==> src/rtl/vc_domain_queue_reg_pkg.sv <==
// Shared definitions for the domain-safe elastic queue: FSM state encodings
// and the pointer-width helper used by the top level and its controller.
`ifndef VC_DOMAIN_QUEUE_DEFS
`define VC_DOMAIN_QUEUE_DEFS

package vc_domain_queue_reg_pkg;

    typedef enum logic {
        VC_DQ_STATE_RUN   = 1'b0,
        VC_DQ_STATE_SCRUB = 1'b1
    } vc_dq_state_e;

    // A single-entry queue still needs a 1-bit pointer to index storage.
    function automatic int vc_dq_ptr_width(input int depth);
        return (depth > 1) ? $clog2(depth) : 1;
    endfunction

endpackage

`endif

==> src/rtl/vc_domain_queue_reg_ctrl.sv <==
// Controller for vc_domain_queue_reg: FSM, pointers, occupancy, scrub index and
// domain tracking. Optional zero-latency bypass under VC_DOMAIN_QUEUE_BYPASS_EN.
module vc_domain_queue_ctrl
    import vc_domain_queue_reg_pkg::*;
#(
    parameter int p_depth = 2,
    localparam int c_pw = vc_dq_ptr_width(p_depth)
) (
    input  logic            clk,
    input  logic            reset,
    input  logic            domain,
    input  logic            in_val,
    input  logic            out_rdy,
    output logic            in_rdy,
    output logic            out_val,
    output logic            scrub_busy,
    output logic            scrubbing,
    output logic            bypass,
    output logic            wen,
    output logic [c_pw-1:0] widx,
    output logic            wsel_scrub,
    output logic [c_pw-1:0] deq_ptr
);

    localparam int c_cw = $clog2(p_depth + 1);
    localparam logic [c_pw-1:0] c_last = c_pw'(p_depth - 1);
    localparam logic [c_cw-1:0] c_full = c_cw'(p_depth);

    vc_dq_state_e    state, state_n;
    logic [c_pw-1:0] enq_ptr, enq_ptr_n, deq_ptr_n, scrub_idx, scrub_idx_n;
    logic [c_cw-1:0] count, count_n;
    logic            prev_domain, sw, enq, deq;

    function automatic logic [c_pw-1:0] wrap_inc(input logic [c_pw-1:0] p);
        return (p == c_last) ? '0 : p + c_pw'(1);
    endfunction

    assign sw        = (domain != prev_domain);
    assign scrubbing = (state == VC_DQ_STATE_SCRUB);

`ifdef VC_DOMAIN_QUEUE_BYPASS_EN
    assign bypass = (state == VC_DQ_STATE_RUN) && !sw && (count == '0);
`else
    assign bypass = 1'b0;
`endif

    always_comb begin
        state_n     = state;
        enq_ptr_n   = enq_ptr;
        deq_ptr_n   = deq_ptr;
        count_n     = count;
        scrub_idx_n = scrub_idx;
        in_rdy      = 1'b0;
        out_val     = 1'b0;
        scrub_busy  = 1'b0;
        wen         = 1'b0;
        widx        = enq_ptr;
        wsel_scrub  = 1'b0;
        enq         = 1'b0;
        deq         = 1'b0;
        case (state)
            VC_DQ_STATE_RUN: begin
                if (sw) begin
                    // Drop everything so no payload survives into the new domain.
                    scrub_busy  = 1'b1;
                    state_n     = VC_DQ_STATE_SCRUB;
                    enq_ptr_n   = '0;
                    deq_ptr_n   = '0;
                    count_n     = '0;
                    scrub_idx_n = '0;
                end else begin
                    in_rdy  = (count < c_full);
                    out_val = (count != '0) || (bypass && in_val);
                    enq     = in_val && in_rdy && !(bypass && out_rdy);
                    deq     = out_val && out_rdy && (count != '0);
                    wen     = enq;
                    if (enq) enq_ptr_n = wrap_inc(enq_ptr);
                    if (deq) deq_ptr_n = wrap_inc(deq_ptr);
                    if (enq && !deq)
                        count_n = count + c_cw'(1);
                    else if (deq && !enq)
                        count_n = count - c_cw'(1);
                end
            end
            VC_DQ_STATE_SCRUB: begin
                scrub_busy = 1'b1;
                wen        = 1'b1;
                widx       = scrub_idx;
                wsel_scrub = 1'b1;
                if (sw) begin
                    scrub_idx_n = '0;
                end else if (scrub_idx == c_last) begin
                    scrub_idx_n = '0;
                    state_n     = VC_DQ_STATE_RUN;
                end else begin
                    scrub_idx_n = scrub_idx + c_pw'(1);
                end
            end
        endcase
    end

    always_ff @(posedge clk) begin
        prev_domain <= domain;
        if (reset) begin
            state     <= VC_DQ_STATE_RUN;
            enq_ptr   <= '0;
            deq_ptr   <= '0;
            count     <= '0;
            scrub_idx <= '0;
        end else begin
            state     <= state_n;
            enq_ptr   <= enq_ptr_n;
            deq_ptr   <= deq_ptr_n;
            count     <= count_n;
            scrub_idx <= scrub_idx_n;
        end
    end

endmodule

==> src/rtl/vc_domain_queue_reg.sv <==
// Domain-safe elastic register queue: storage array and output mux around
// vc_domain_queue_ctrl. Optional bypass path under VC_DOMAIN_QUEUE_BYPASS_EN.
module vc_domain_queue_reg
    import vc_domain_queue_reg_pkg::*;
#(
    parameter int               p_nbits       = 8,
    parameter int               p_depth       = 2,
    parameter logic [p_nbits-1:0] p_reset_value = '0
) (
    input  logic               clk,
    input  logic               reset,
    input  logic               domain,
    input  logic               in_val,
    output logic               in_rdy,
    input  logic [p_nbits-1:0] in_msg,
    output logic               out_val,
    input  logic               out_rdy,
    output logic [p_nbits-1:0] out_msg,
    output logic               scrub_busy
);

    localparam int c_pw = vc_dq_ptr_width(p_depth);

    logic [p_nbits-1:0] mem [p_depth];
    logic               wen, wsel_scrub, scrubbing, bypass;
    logic [c_pw-1:0]    widx, deq_ptr;

    vc_domain_queue_ctrl #(.p_depth(p_depth)) u_ctrl (
        .clk        (clk),
        .reset      (reset),
        .domain     (domain),
        .in_val     (in_val),
        .out_rdy    (out_rdy),
        .in_rdy     (in_rdy),
        .out_val    (out_val),
        .scrub_busy (scrub_busy),
        .scrubbing  (scrubbing),
        .bypass     (bypass),
        .wen        (wen),
        .widx       (widx),
        .wsel_scrub (wsel_scrub),
        .deq_ptr    (deq_ptr)
    );

    always_ff @(posedge clk) begin
        if (reset) begin
            for (int i = 0; i < p_depth; i++)
                mem[i] <= p_reset_value;
        end else if (wen) begin
            mem[widx] <= wsel_scrub ? p_reset_value : in_msg;
        end
    end

    // Scrub masks storage entirely; bypass forwards only while the queue is empty.
    always_comb begin
        out_msg = mem[deq_ptr];
        if (scrubbing)
            out_msg = p_reset_value;
        else if (bypass)
            out_msg = in_msg;
    end

endmodule

==> config.mk <==
export PLATFORM = sky130hd
export DESIGN_NAME = vc_domain_queue_reg
export DESIGN_NICKNAME = d
export VERILOG_FILES = /design/src/rtl/vc_domain_queue_reg_pkg.sv /design/src/rtl/vc_domain_queue_reg_ctrl.sv /design/src/rtl/vc_domain_queue_reg.sv
export SDC_FILE = /design/constraint.sdc
export NUM_CORES = 1
export LEC_CHECK = 0
export ABC_AREA = 1
export BUFFER_PORTS_ARGS = -buffer_cell sky130_fd_sc_hd__buf_2
export CAP_MARGIN = 20
export CORE_MARGIN = 3
export CORE_UTILIZATION = 54
export CTS_CLUSTER_SIZE = 10
export DETAILED_ROUTE_END_ITERATION = 12
export PLACE_DENSITY_LB_ADDON = 0.08
export REMOVE_ABC_BUFFERS = 1
export SKIP_CTS_REPAIR_TIMING = 1
export SKIP_LAST_GASP = 1
export SYNTH_ARGS = -nofsm -noshare
export SYNTH_HDL_FRONTEND = slang
export SYNTH_SLANG_ARGS = --single-unit
==> constraint.sdc <==
create_clock -name clk -period 3.3 [get_ports clk]
set_input_delay 0.165 -clock clk [delete_from_list [all_inputs] [get_ports clk]]
set_output_delay 0.165 -clock clk [all_outputs]
set_load 0.03 [all_outputs]
Word level (Yosys, flattened, before mapping)

Memory sizes are Yosys's and may differ from the RTL's. A register that Yosys moved wholly into a read port is not among the register bits.
Index checks and enable logic that the tools add are counted.

Register bits after elaboration: 7
Memory bits (writable): 16
Memories: 1

Memory list:

| memory | depth | width | rd ports | clocked after Yosys merged registers in | wr ports | line                      | RTL |
|---|---|---|---|---|---|---|---|
| mem    | 2     | 8     | 1        | 1                                       | 2        | vc_domain_queue_reg.sv:24 | `logic [p_nbits-1:0] mem [p_depth];` |

$add $sub $neg: 5
Magnitude comparators: 1
Equal/unequal tests: 2
Mux-type cells: 38
Bitwise operators: 1
Reductions and logical operators: 15

Operators with widths:

| cell                                                                | number |
|---|---|
| 1-bit 2-to-1 mux                                                    | 28 |
| 8-bit 2-to-1 mux                                                    | 3 |
| 1-bit case mux with 2 select lines                                  | 4 |
| 8-bit OR reduction                                                  | 1 |
| 2-bit 2-to-1 mux                                                    | 3 |
| 2-bit AND reduction                                                 | 3 |
| 2-bit nonzero test                                                  | 3 |
| 1-bit logical AND                                                   | 5 |
| 1-bit adder (second input constant)                                 | 3 |
| 3-bit nonzero test                                                  | 1 |
| 2-bit by 1-bit adder with 2-bit output (second input constant)      | 1 |
| 1-bit logical NOT                                                   | 2 |
| 2-bit < comparator (second input constant)                          | 1 |
| 2-bit by 1-bit != test with 1-bit output (second input constant)    | 1 |
| 2-bit by 1-bit subtractor with 2-bit output (second input constant) | 1 |
| 1-bit != test                                                       | 1 |
| 1-bit inverter                                                      | 1 |

Longest topological paths before layout

Gate-level depths: netlist (run 1).

Word-level depth: 9
Mapped depth: 8
Mapped depth without buffers: 8

Modules after synthesis

From an unflattened synthesis (run 1), not the netlist that was laid out.

Cell total of the unflattened synthesis: 161
Area total of the unflattened synthesis: 1265.0 µm²

By module, submodules not included:

| module               | times used | cells an instance | area each (µm²) | seq. area each (µm²) |
|---|---|---|---|---|
| vc_domain_queue_reg  | 1          | 107               | 864.6           | 480.5 |
| vc_domain_queue_ctrl | 1          | 54                | 400.4           | 140.1 |

Worst setup path before layout (run 1)

Ideal clock, no wire load.

Path type: flip-flop to output port
Start: register u_ctrl.state (netlist: u_ctrl.scrubbing)
End: output out_val
Arrival: 1381 ps
Setup slack: 1754 ps
Stages on the path, launching flop included: 5
Buffers on the path: 1
Cells stage by stage: dfxtp_1 inv_2 buf_4 nand2_1 a21oi_1

Word-level cells in the longest chain between the ends: 1

RTL lines:

| item                     | line                            | RTL |
|---|---|---|
| start: declaration       | vc_domain_queue_reg_ctrl.sv:29  | `vc_dq_state_e state, state_n;` |
| start signal: assignment | vc_domain_queue_reg_ctrl.sv:111 | `state <= state_n;` |
| 1-bit 2-to-1 mux         | vc_domain_queue_reg_ctrl.sv:61  | `case (state)` |
| end: declaration         | vc_domain_queue_reg.sv:16       | `output logic out_val,` |

No other way between the ends.

Final worst setup path (run 1)

Start: register u_ctrl.state (netlist: u_ctrl.scrubbing)
End: output out_msg[2]

Word-level cells in the longest chain between the ends: 1

RTL lines:

| item             | line                      | RTL |
|---|---|---|
| 8-bit 2-to-1 mux | vc_domain_queue_reg.sv:57 | `if (scrubbing)` |
| end: declaration | vc_domain_queue_reg.sv:18 | `output logic [p_nbits-1:0] out_msg,` |

No other way between the ends.

==> results.tsv, run 1 <==
metric	value	unit
post-synthesis sequential area ratio	56.3	%
Avg WL per Cell	11.6	um
maxcap violations	0	
CP Launch Type	flop	
htree depth	1	
initial antenna violation count	0	
Clock Latency Late Sink	0.30	ns
Num CTS Buffers	3	
IO Count	24	
Worst Tran Pin Value	0.359	ns
syn avg cell area	8.55	um2
root buffer cell	clkbuf_4	
Iteration-0 DRC Markers	14	
Initial Util	61.2	%
first-pass GRT wire length	3560	um
Reg2Reg Depth	5	
Min-Delay Path Class	input pin to flop	
Crit Path Max Fanout	25	
skew final	0.00265	ns
Design Power	638	uW
cell count after placement	179	
post-route ant nets	0	
DP Worst Slack	1.65	ns
Slew HR	76.0	%
die height	51.9	um
Layout Nets	174	
Lkg Pwr	0.000613	uW
Hold EP	u_ctrl.scrubbing	
share of post-route cells with drive strength above 1	20.1	%
final non-filler cell total	184	
via count	915	
Clock Tree Buf Depth	2	
Post-Syn Instances	133	
Reg2Reg Setup Slack	1.67	ns
Core Footprint	1860	um2
synthesis-to-finish area growth	15.8	%
RSZ-0062 raised after global routing	no	
DP Wirelength	1660	um
status	completed	
# rows	15	
number of clock sinks	24	
Pre-antenna DRT Iters	4	
max-slew violation count	0	
Setup TNS	0	ns
pwr dens	484	nW/um2
Reg-to-Reg Start	u_ctrl.scrubbing	
area leader, netlist	edfxtp_1	
Worst setup EP type	output port	
filler cell count	161	
Die ar.	2690	um2
CTS clk-pin slew, worst paths	0.12	ns
Ys Warns	0	
mapped cell area	1140	um2
Crit Path Category	flop to output port	
Antenna Cells	0	
vias per inst	4.97	
Hold Path Depth	2	
Hold Fails Final Rpt	0	
final setup fails	0	
VDD IR max	0.000316	V
Max Fclk	605	MHz
Tmin final	1.65	ns
Seq cells post-synth	24	
R2R Path End	mem[0][1]	
port buffer count	23	
Required @ worst endpoint	3.13	ns
worst min-delay path startpoint	reset	
final setup margin	1.65	ns
Tcrit/Tclk final	50.1	%
vias in the first global route	867	
grt ovf	0	
drt drc	0	
RePlAce Congestion	0.763	
largest net degree at the start of global routing	26	
wirelength, routed	2130	um
top cell type's share of synthesized area	42.2	%
Total GRT Usage	17.9	%
CP arrival	1.49	ns
Die W	51.9	um
Synth area leaders	edfxtp_1 (42%), dfxtp_1 (14%), nor2_1 (12%)	
Synth cell types	18	
TritonCTS clock tree	done	
## flip-flops by register name (all words and copies together) (netlist names), named ones only
name and flops:
mem 16, u_ctrl.count 2, u_ctrl.deq_ptr 1, u_ctrl.enq_ptr 1, u_ctrl.prev_domain 1, u_ctrl.scrub_idx 1, u_ctrl.scrubbing 1
## worst max-delay path, cell delays in order (launching register included)
cell and delay (ns):
dfxtp_1 0.37, inv_2 0.30, o21ai_0 0.20, nor2_1 0.12, buf_2 0.20
## through the flow
step | cell area [um2] | hold slack [ns] | utilization, %
after detailed placement | 1270 | 0.299 | 68.4
after floorplan | 1120 | 0.193 | -
after global routing | 1320 | 0.0128 | 70.9
final | 1320 | 0.0169 | 70.9
after global placement | 1270 | 0.296 | 68.4
after CTS | 1310 | -0.0242 | 70.4
## layout make-up
cell class / instances / area, um2 / area share [%]
flip-flops and latches: 24 / 641 / 48.6
multi-input cells: 95 / 439 / 33.3
repair buffers: 24 / 125 / 9.50
inverters: 12 / 45.0 / 3.42
clock buffers: 4 / 36.3 / 2.75
well taps: 25 / 31.3 / 2.37
## worst max path at each step
stage | from | to | cells past startpoint
2_1_floorplan | u_ctrl.scrubbing | out_val | 3
3_3_place_gp | u_ctrl.scrubbing | mem[1][1] | 5
3_5_place_dp | u_ctrl.scrubbing | mem[0][1] | 5
4_1_cts | u_ctrl.scrubbing | out_msg[4] | 4
5_1_grt | u_ctrl.scrubbing | mem[1][6] | 5
6_report | u_ctrl.scrubbing | out_msg[2] | 4
## routing by layer
layer	share of wire, %	track usage, %
met3	3.5	2.58
met2	51	32.8
met5	0	0
met4	0.89	5.68
met1	44	21.1
## logic make-up after synthesis
kind of cell | Yosys count | synth area share, %
DFF | 24 | 56.3
adders and majority gates | 1 | 1.10
AOI/OAI and AO/OA | 14 | 6.16
and+or+nand+nor | 79 | 30.6
xor gates and xnor gates | 1 | 0.770
buffers and inverters | 14 | 5.06
## power by group
| group | leakage (uW) | switching [uW] | internal [uW] |
|---|---|---|---|
| Sequential | 0.000233 | 9.30 | 342 |
| Clock | 0.0000210 | 81.3 | 67.2 |
| Combinational | 0.000360 | 97.6 | 40.2 |
| Total | 0.000613 | 188 | 449 |
## cells in the final DEF (no fill, tap or decap), drive strengths merged, types with 3 or more instances in the layout
cell type and count:
dfxtp 8, clkbuf 4, nand4 3, nor2 37
nand2 34, inv 11, a21oi 4, edfxtp 16
nand3 5, buf 23, o21ai 10
## synthesized netlist by cell type
cell,instances
nand4_1,1
clkinv_1,1
nand4_4,2
inv_1,10
ha_1,1
dfxtp_1,8
nand3_2,1
o21ai_0,10
edfxtp_1,16
nor2_1,37
inv_2,1
nand3_1,4
nand2_2,1
buf_4,1
nand2_1,33
clkbuf_2,1
a21oi_1,4
xor2_1,1
(Power assumes the default switching activity.)
==> run 2: changes to the inputs <==
--- a/config.mk
+++ b/config.mk
@@ -9,7 +9,7 @@
 export BUFFER_PORTS_ARGS = -buffer_cell sky130_fd_sc_hd__buf_2
 export CAP_MARGIN = 20
 export CORE_MARGIN = 3
-export CORE_UTILIZATION = 54
+export CORE_UTILIZATION = 52
 export CTS_CLUSTER_SIZE = 10
 export DETAILED_ROUTE_END_ITERATION = 12
 export PLACE_DENSITY_LB_ADDON = 0.08
==> constraint.sdc (replaced) <==
create_clock -name clk -period 1.6 [get_ports clk]
set_input_delay 0.08 -clock clk [delete_from_list [all_inputs] [get_ports clk]]
set_output_delay 0.08 -clock clk [all_outputs]
set_load 0.03 [all_outputs]
==> run 2 against run 1 <==
  * Sequential power up 110%
  * Die area up 3.4%
  * Design area up 3.4%
  * Largest power group unchanged
==> results.tsv, run 2 (synthesis results as in run 1) <==
metric	value	unit	change
synthesis-to-finish area growth	19.8	%	
die height	52.8	um	+1.7%
most frequent cells in the layout	nor2_1 (37), nand2_1 (32), buf_2 (22)		
Hold Fails Final Rpt	0		unchanged
TritonCTS clock tree	done		
htree depth	1		unchanged
share of post-route cells with drive strength above 1	22.4	%	+2.3 points
Iteration-0 DRC Markers	18		+4
Slowest cell on crit path	dfxtp_1		
Clock Latency Late Sink	0.30	ns	about the same
status	completed		
vias in the first global route	868		+0.12%
switching pwr	388	uW	+110%
global routing's busiest layer	met2		
Clock Tree Buf Depth	2		unchanged
drt drc	0		unchanged
post-route ant nets	0		unchanged
Int Power	893	uW	+99%
port buffer count	23		unchanged
met1 Use GR	18.5	%	-2.6 points
GR Util met2	32.6	%	-0.20 points
max reg flops	16		unchanged
max-slew violation count	0		unchanged
Total GRT Usage	16.5	%	-1.3 points
final setup fails	0		unchanged
root buffer cell	clkbuf_4		
IO Count	24		unchanged
via count	942		+3.0%
share of power burned in registers	56.5	%	+1.4 points
Cell Chain, Critical Path	inv_2 -> buf_4 -> o21ai_0 -> nor2_1 -> buf_2		
Tmin final	1.49	ns	
Antenna Cells	0		unchanged
RePlAce Congestion	0.735		-3.7%
VDD IR max	0.000825	V	+160%
Comb power frac	23.5	%	+1.9 points
Core Footprint	2020	um2	+8.8%
skew final	0.00679	ns	+0.00414 ns
Worst setup EP type	output port		
initial antenna violation count	0		unchanged
Slew HR	75.3	%	-0.75 points
Worst Tran Pin Value	0.370	ns	+0.0108 ns
Num CTS Buffers	3		unchanged
Required @ worst endpoint	1.52	ns	-1.61 ns
pwr dens	940	nW/um2	+94%
maxcap violations	0		unchanged
CTS clk-pin slew, worst paths	0.13	ns	about the same
Die ar.	2780	um2	+3.4%
Initial Util	56.3	%	-5.0 points
largest net degree at the start of global routing	14		-46%
vias per inst	4.91		-1.3%
number of clock sinks	24		unchanged
Avg WL per Cell	11.0	um	-4.5%
Top reg by flops	mem		
Pre-antenna DRT Iters	5		+1
cell count after placement	185		+3.4%
largest registers	mem: 16 flops, u_ctrl.count: 2 flops		
# rows	16		+1
Crit Path Category	flop to output port		
Worst path max stage delay	0.38	ns	about the same
Min-Delay Path Class	input pin to flop		
Crit Path Max Fanout	10		-60%
Clock Power Share	20.0	%	-3.3 points
CP Launch Type	flop		
wirelength, routed	2120	um	-0.38%
final non-filler cell total	192		+4.3%
Die W	52.8	um	+1.7%
commonest non-fill, non-tap cell in the layout	nor2_1		
met3 Use GR	2.56	%	-0.015 points
DP Wirelength	1540	um	-7.4%
grt ovf	0		unchanged
Switching Fraction	30.3	%	+0.77 points
CP arrival	1.41	ns	-0.08 ns
Layout Nets	180		+3.4%
Design Power	1280	uW	+100%
Lkg Pwr	0.000634	uW	+3.3%
Max Fclk	669	MHz	
first-pass GRT wire length	3430	um	-3.7%
Tcrit/Tclk final	93.4	%	
-- run 2: cell count changes in the layout (fill, tap and decap cells not counted) --
cell           before  now
buf_4               0    5
buf_2              23   22
clkbuf_4            3    4
clkbuf_8            1    0
clkinv_1            1    2
dlygate4sd3_1       1    2
nand2_1            33   32
nand2_2             1    2
-- run 2: final cells by class --
class	instances	area, um2
clock buffers	3	22.5
clock inverters	1	3.75
fillers	175	659
inverters	12	45.0
multi-input cells	95	442
flip-flops and latches	24	641
well taps	27	33.8
repair buffers	30	175
-- run 2: through the flow --
step                      cell area, um2  setup slack (ns)  TNS (ns)  util, %  hold WS, ns
after CTS                           1330             0.113         0     65.8      -0.0957
after global routing                1360          -0.00383  -0.00676     67.4        0.113
final                               1360             0.105         0     67.4        0.111
after detailed placement            1300             0.156         0     64.5        0.217
after global placement              1300             0.178         0     64.5        0.207
after floorplan                     1120             0.117         0        -        0.108
-- run 2: per-layer routing --
metal,vias to the layer above,share of wire (%)
met3,4,4.1
met4,0,0.90
met5,-,0
met2,26,53
met1,420,42
li1,492,-
-- run 2: critical path: cells and delay by family, from the launching register on --
| family | cells | cell delay, ns |
|---|---|---|
| AND/OR/NAND/NOR | 1 | 0.11 |
| buffers and inverters | 3 | 0.53 |
| flip-flops | 1 | 0.38 |
| AO/OA/AOI/OAI | 1 | 0.10 |
-- run 2: worst paths after layout --
kind	start	end	slack [ns]	depth (start not counted)
setup / recovery	u_ctrl.scrubbing	out_msg[2]	0.11	5
hold / removal	in_msg[4]	mem[0][4]	0.11	3
setup reg to reg	u_ctrl.count[1]	u_ctrl.count[0]	0.15	7
hold reg to reg	u_ctrl.scrub_idx	u_ctrl.scrub_idx	0.49	2
-- run 2: power groups by stage --
stage | Sequential (uW) | Combinational, uW | Clock (uW)
2_1_floorplan | 733 | 208 | 0
3_3_place_gp | 736 | 287 | 0
3_5_place_dp | 738 | 292 | 0
4_1_cts | 723 | 293 | 257
5_1_grt | 727 | 336 | 293
6_report | 723 | 302 | 256
==> run 3: changes to the inputs <==
--- a/config.mk
+++ b/config.mk
@@ -9,7 +9,7 @@
 export BUFFER_PORTS_ARGS = -buffer_cell sky130_fd_sc_hd__buf_2
 export CAP_MARGIN = 20
 export CORE_MARGIN = 3
-export CORE_UTILIZATION = 52
+export CORE_UTILIZATION = 54
 export CTS_CLUSTER_SIZE = 10
 export DETAILED_ROUTE_END_ITERATION = 12
 export PLACE_DENSITY_LB_ADDON = 0.08
@@ -18,4 +18,5 @@
 export SKIP_LAST_GASP = 1
 export SYNTH_ARGS = -nofsm -noshare
 export SYNTH_HDL_FRONTEND = slang
+export SYNTH_HIERARCHICAL = 1
 export SYNTH_SLANG_ARGS = --single-unit
==> run 3 against run 2 <==
  * Sequential share of layout area down 4.6 points
  * Wire length up 21%
  * Synthesized area is 11% higher
  * Fmax grew 1.3%
  * Via count increased by 16%
  * Power rose by 3.9%
  * Synthesized cell count is 21% higher
  * Sequential power shrank 2%
  * Utilization increased by 2.9 points
  * Flip-flop and latch count decreased by 1
  * Clock power rose by 2%
  * Critical path type unchanged
==> results.tsv, run 3 <==
metric	value	unit	change
status	completed		
met2 wire length	1190	um	+6.5%
initial antenna violation count	0		unchanged
Seq cells post-synth	23		-4.2%
Die W	54.4	um	+3.1%
Switching Fraction	32.3	%	+2.0 points
Hold Fails Final Rpt	0		unchanged
skew final	0.00315	ns	-0.00364 ns
met3 wire len	197	um	+130%
Core Footprint	2080	um2	+3.0%
Setup TNS	0	ns	unchanged
first-pass GRT wire length	4170	um	+22%
Lkg Pwr	0.000685	uW	+8.1%
root buffer cell	clkbuf_4		
DP Wirelength	1960	um	+27%
switching pwr	430	uW	+11%
asr flop ratio synth	0	%	unchanged
worst min-delay path startpoint	in_msg[0]		
Commonest cells post-synth	nor2_1 (50), nand2_1 (32), inv_1 (18), edfxtp_1 (16), o21ai_0 (12)		
Reg-to-Reg Start	u_ctrl/prev_domain		
wirelength, routed	2560	um	+21%
largest registers	mem: 16 flops, u_ctrl/count: 2 flops		
grt ovf	0		unchanged
via count	1096		+16%
Clock Tree Buf Depth	2		unchanged
post-route ant nets	0		unchanged
vias in the first global route	1002		+15%
# rows	16		unchanged
Post-synth EDFFs	16		unchanged
post-synthesis sequential area ratio	49.1	%	-7.3 points
VDD IR max	0.000786	V	-4.8%
most frequent cells in the layout	nor2_1 (50), nand2_1 (30), buf_2 (23)		
Reg2Reg Setup Slack	0.18	ns	+0.03 ns
maxcap violations	0		unchanged
largest net degree at the start of global routing	18		+4
Layout Nets	204		+13%
Crit Path Category	flop to output port		
Worst setup EP type	output port		
Post-Syn Instances	161		+21%
Synth cell types	21		+3
share of power burned in registers	53.0	%	-3.5 points
max-slew violation count	0		unchanged
pwr dens	910	nW/um2	-3.2%
Metal-1 WL	1160	um	+29%
Max Fclk	678	MHz	+1.3%
Min-Delay Path Class	input pin to flop		
Top reg by flops	mem		
syn avg cell area	7.86	um2	-8.1%
Total GRT Usage	19.5	%	+3.0 points
share of post-route cells with drive strength above 1	24.7	%	+2.3 points
Num CTS Buffers	3		unchanged
Hold EP	mem[1][0]		
R2R Path End	mem[1][1]		
Tcrit/Tclk final	92.2	%	-1.2 points
Tmin final	1.48	ns	-0.0195 ns
Hold Path Depth	3		unchanged
top cell type's share of synthesized area	38.0	%	-4.3 points
Reg2Reg Depth	5		-2
most common cell in the netlist	nor2_1		
Clock Power Share	19.6	%	-0.4 points
synthesis-to-finish area growth	15.6	%	
Ys Warns	6		+6
CP arrival	1.40	ns	about the same
area leader, netlist	edfxtp_1		
max reg flops	16		unchanged
main flop type after synthesis	edfxtp_1		
RePlAce Congestion	0.750		+2.2%
port buffer count	23		unchanged
Pre-antenna DRT Iters	4		-1
RSZ-0062 raised after global routing	no		
TritonCTS clock tree	done		
htree depth	1		unchanged
number of clock sinks	23		-4.2%
Int Power	901	uW	+0.93%
Antenna Cells	0		unchanged
Comb power frac	27.4	%	+3.9 points
CTS clk-pin slew, worst paths	0.12	ns	about the same
Required @ worst endpoint	1.52	ns	about the same
mapped cell area	1260	um2	+11%
Iteration-0 DRC Markers	50		+32
commonest non-fill, non-tap cell in the layout	nor2_1		
CP Launch Type	flop		
drt drc	0		unchanged
die height	54.4	um	+3.1%
Synth area leaders	edfxtp_1 (38%), nor2_1 (15%), dfxtp_1 (11%)		
Design Power	1330	uW	+3.9%
Core Util, Final	70.3	%	+2.9 points
Die ar.	2960	um2	+6.3%
Avg WL per Cell	11.8	um	+6.8%
Top Metal Used	met4		
Initial Util	60.8	%	+4.5 points
Crit Path Max Fanout	8		-2
cell count after placement	211		+14%
IO Count	24		unchanged
vias per inst	5.05		+2.9%
final non-filler cell total	217		+13%
Clock Latency Late Sink	0.30	ns	about the same
final setup fails	0		unchanged
==> run 3: how the worst max path moves through the flow <==
stage                        from          to  depth (start not counted)
2_1_floorplan  u_ctrl/prev_domain   mem[1][0]                          5
3_3_place_gp   u_ctrl/prev_domain   mem[1][1]                          5
3_5_place_dp   u_ctrl/prev_domain   mem[1][4]                          5
4_1_cts        u_ctrl/prev_domain   mem[1][3]                          5
5_1_grt          u_ctrl/scrubbing  out_msg[0]                          5
6_report         u_ctrl/scrubbing  out_msg[0]                          5
==> run 3: cell families after synthesis <==
kind of cell    share of synthesized area [%]
other cells                             0.296
xor+xnor                                 2.67
flops                                    49.1
buf+inv                                  9.20
simple gates                             32.2
compound gates                           6.53
==> run 3: area by class of cell <==
type	count	area, um2
clock buffers	3	22.5
clock inverters	1	5.00
fillers	175	619
inverters	19	75.1
multi-input cells	114	533
flip-flops and latches	23	621
well taps	27	33.8
repair buffers	30	173
==> run 3: power groups by stage <==
stage | combinational [uW] | clock (uW) | sequential [uW]
3_5_place_dp | 354 | 0 | 720
6_report | 365 | 261 | 705
2_1_floorplan | 243 | 0 | 721
3_3_place_gp | 345 | 0 | 718
5_1_grt | 409 | 289 | 709
4_1_cts | 355 | 266 | 706
==> run 3: critical path, cell delays in order, from the launching register on <==
cell        delay, ns
dfxtp_1          0.33
buf_4            0.16
clkinvlp_4       0.13
o21ai_0          0.12
nor2_1           0.14
buf_2            0.21
==> run 3: layer usage <==
metal  vias up  track usage (%)
met5         -                0
met4         0             6.22
met3         2             2.72
met2        44             32.3
met1       490             26.4
li1        560                -
==> run 3: through the flow <==
step / setup WS [ns] / area [um2] / hold WS (ns)
detailed placement: -0.0359 / 1410 / 0.227
global placement: 0.0380 / 1410 / 0.226
floorplan: -0.0793 / 1220 / 0.108
global route: 0.0203 / 1460 / 0.149
CTS: -0.0536 / 1430 / -0.0938
finish: 0.125 / 1460 / 0.132
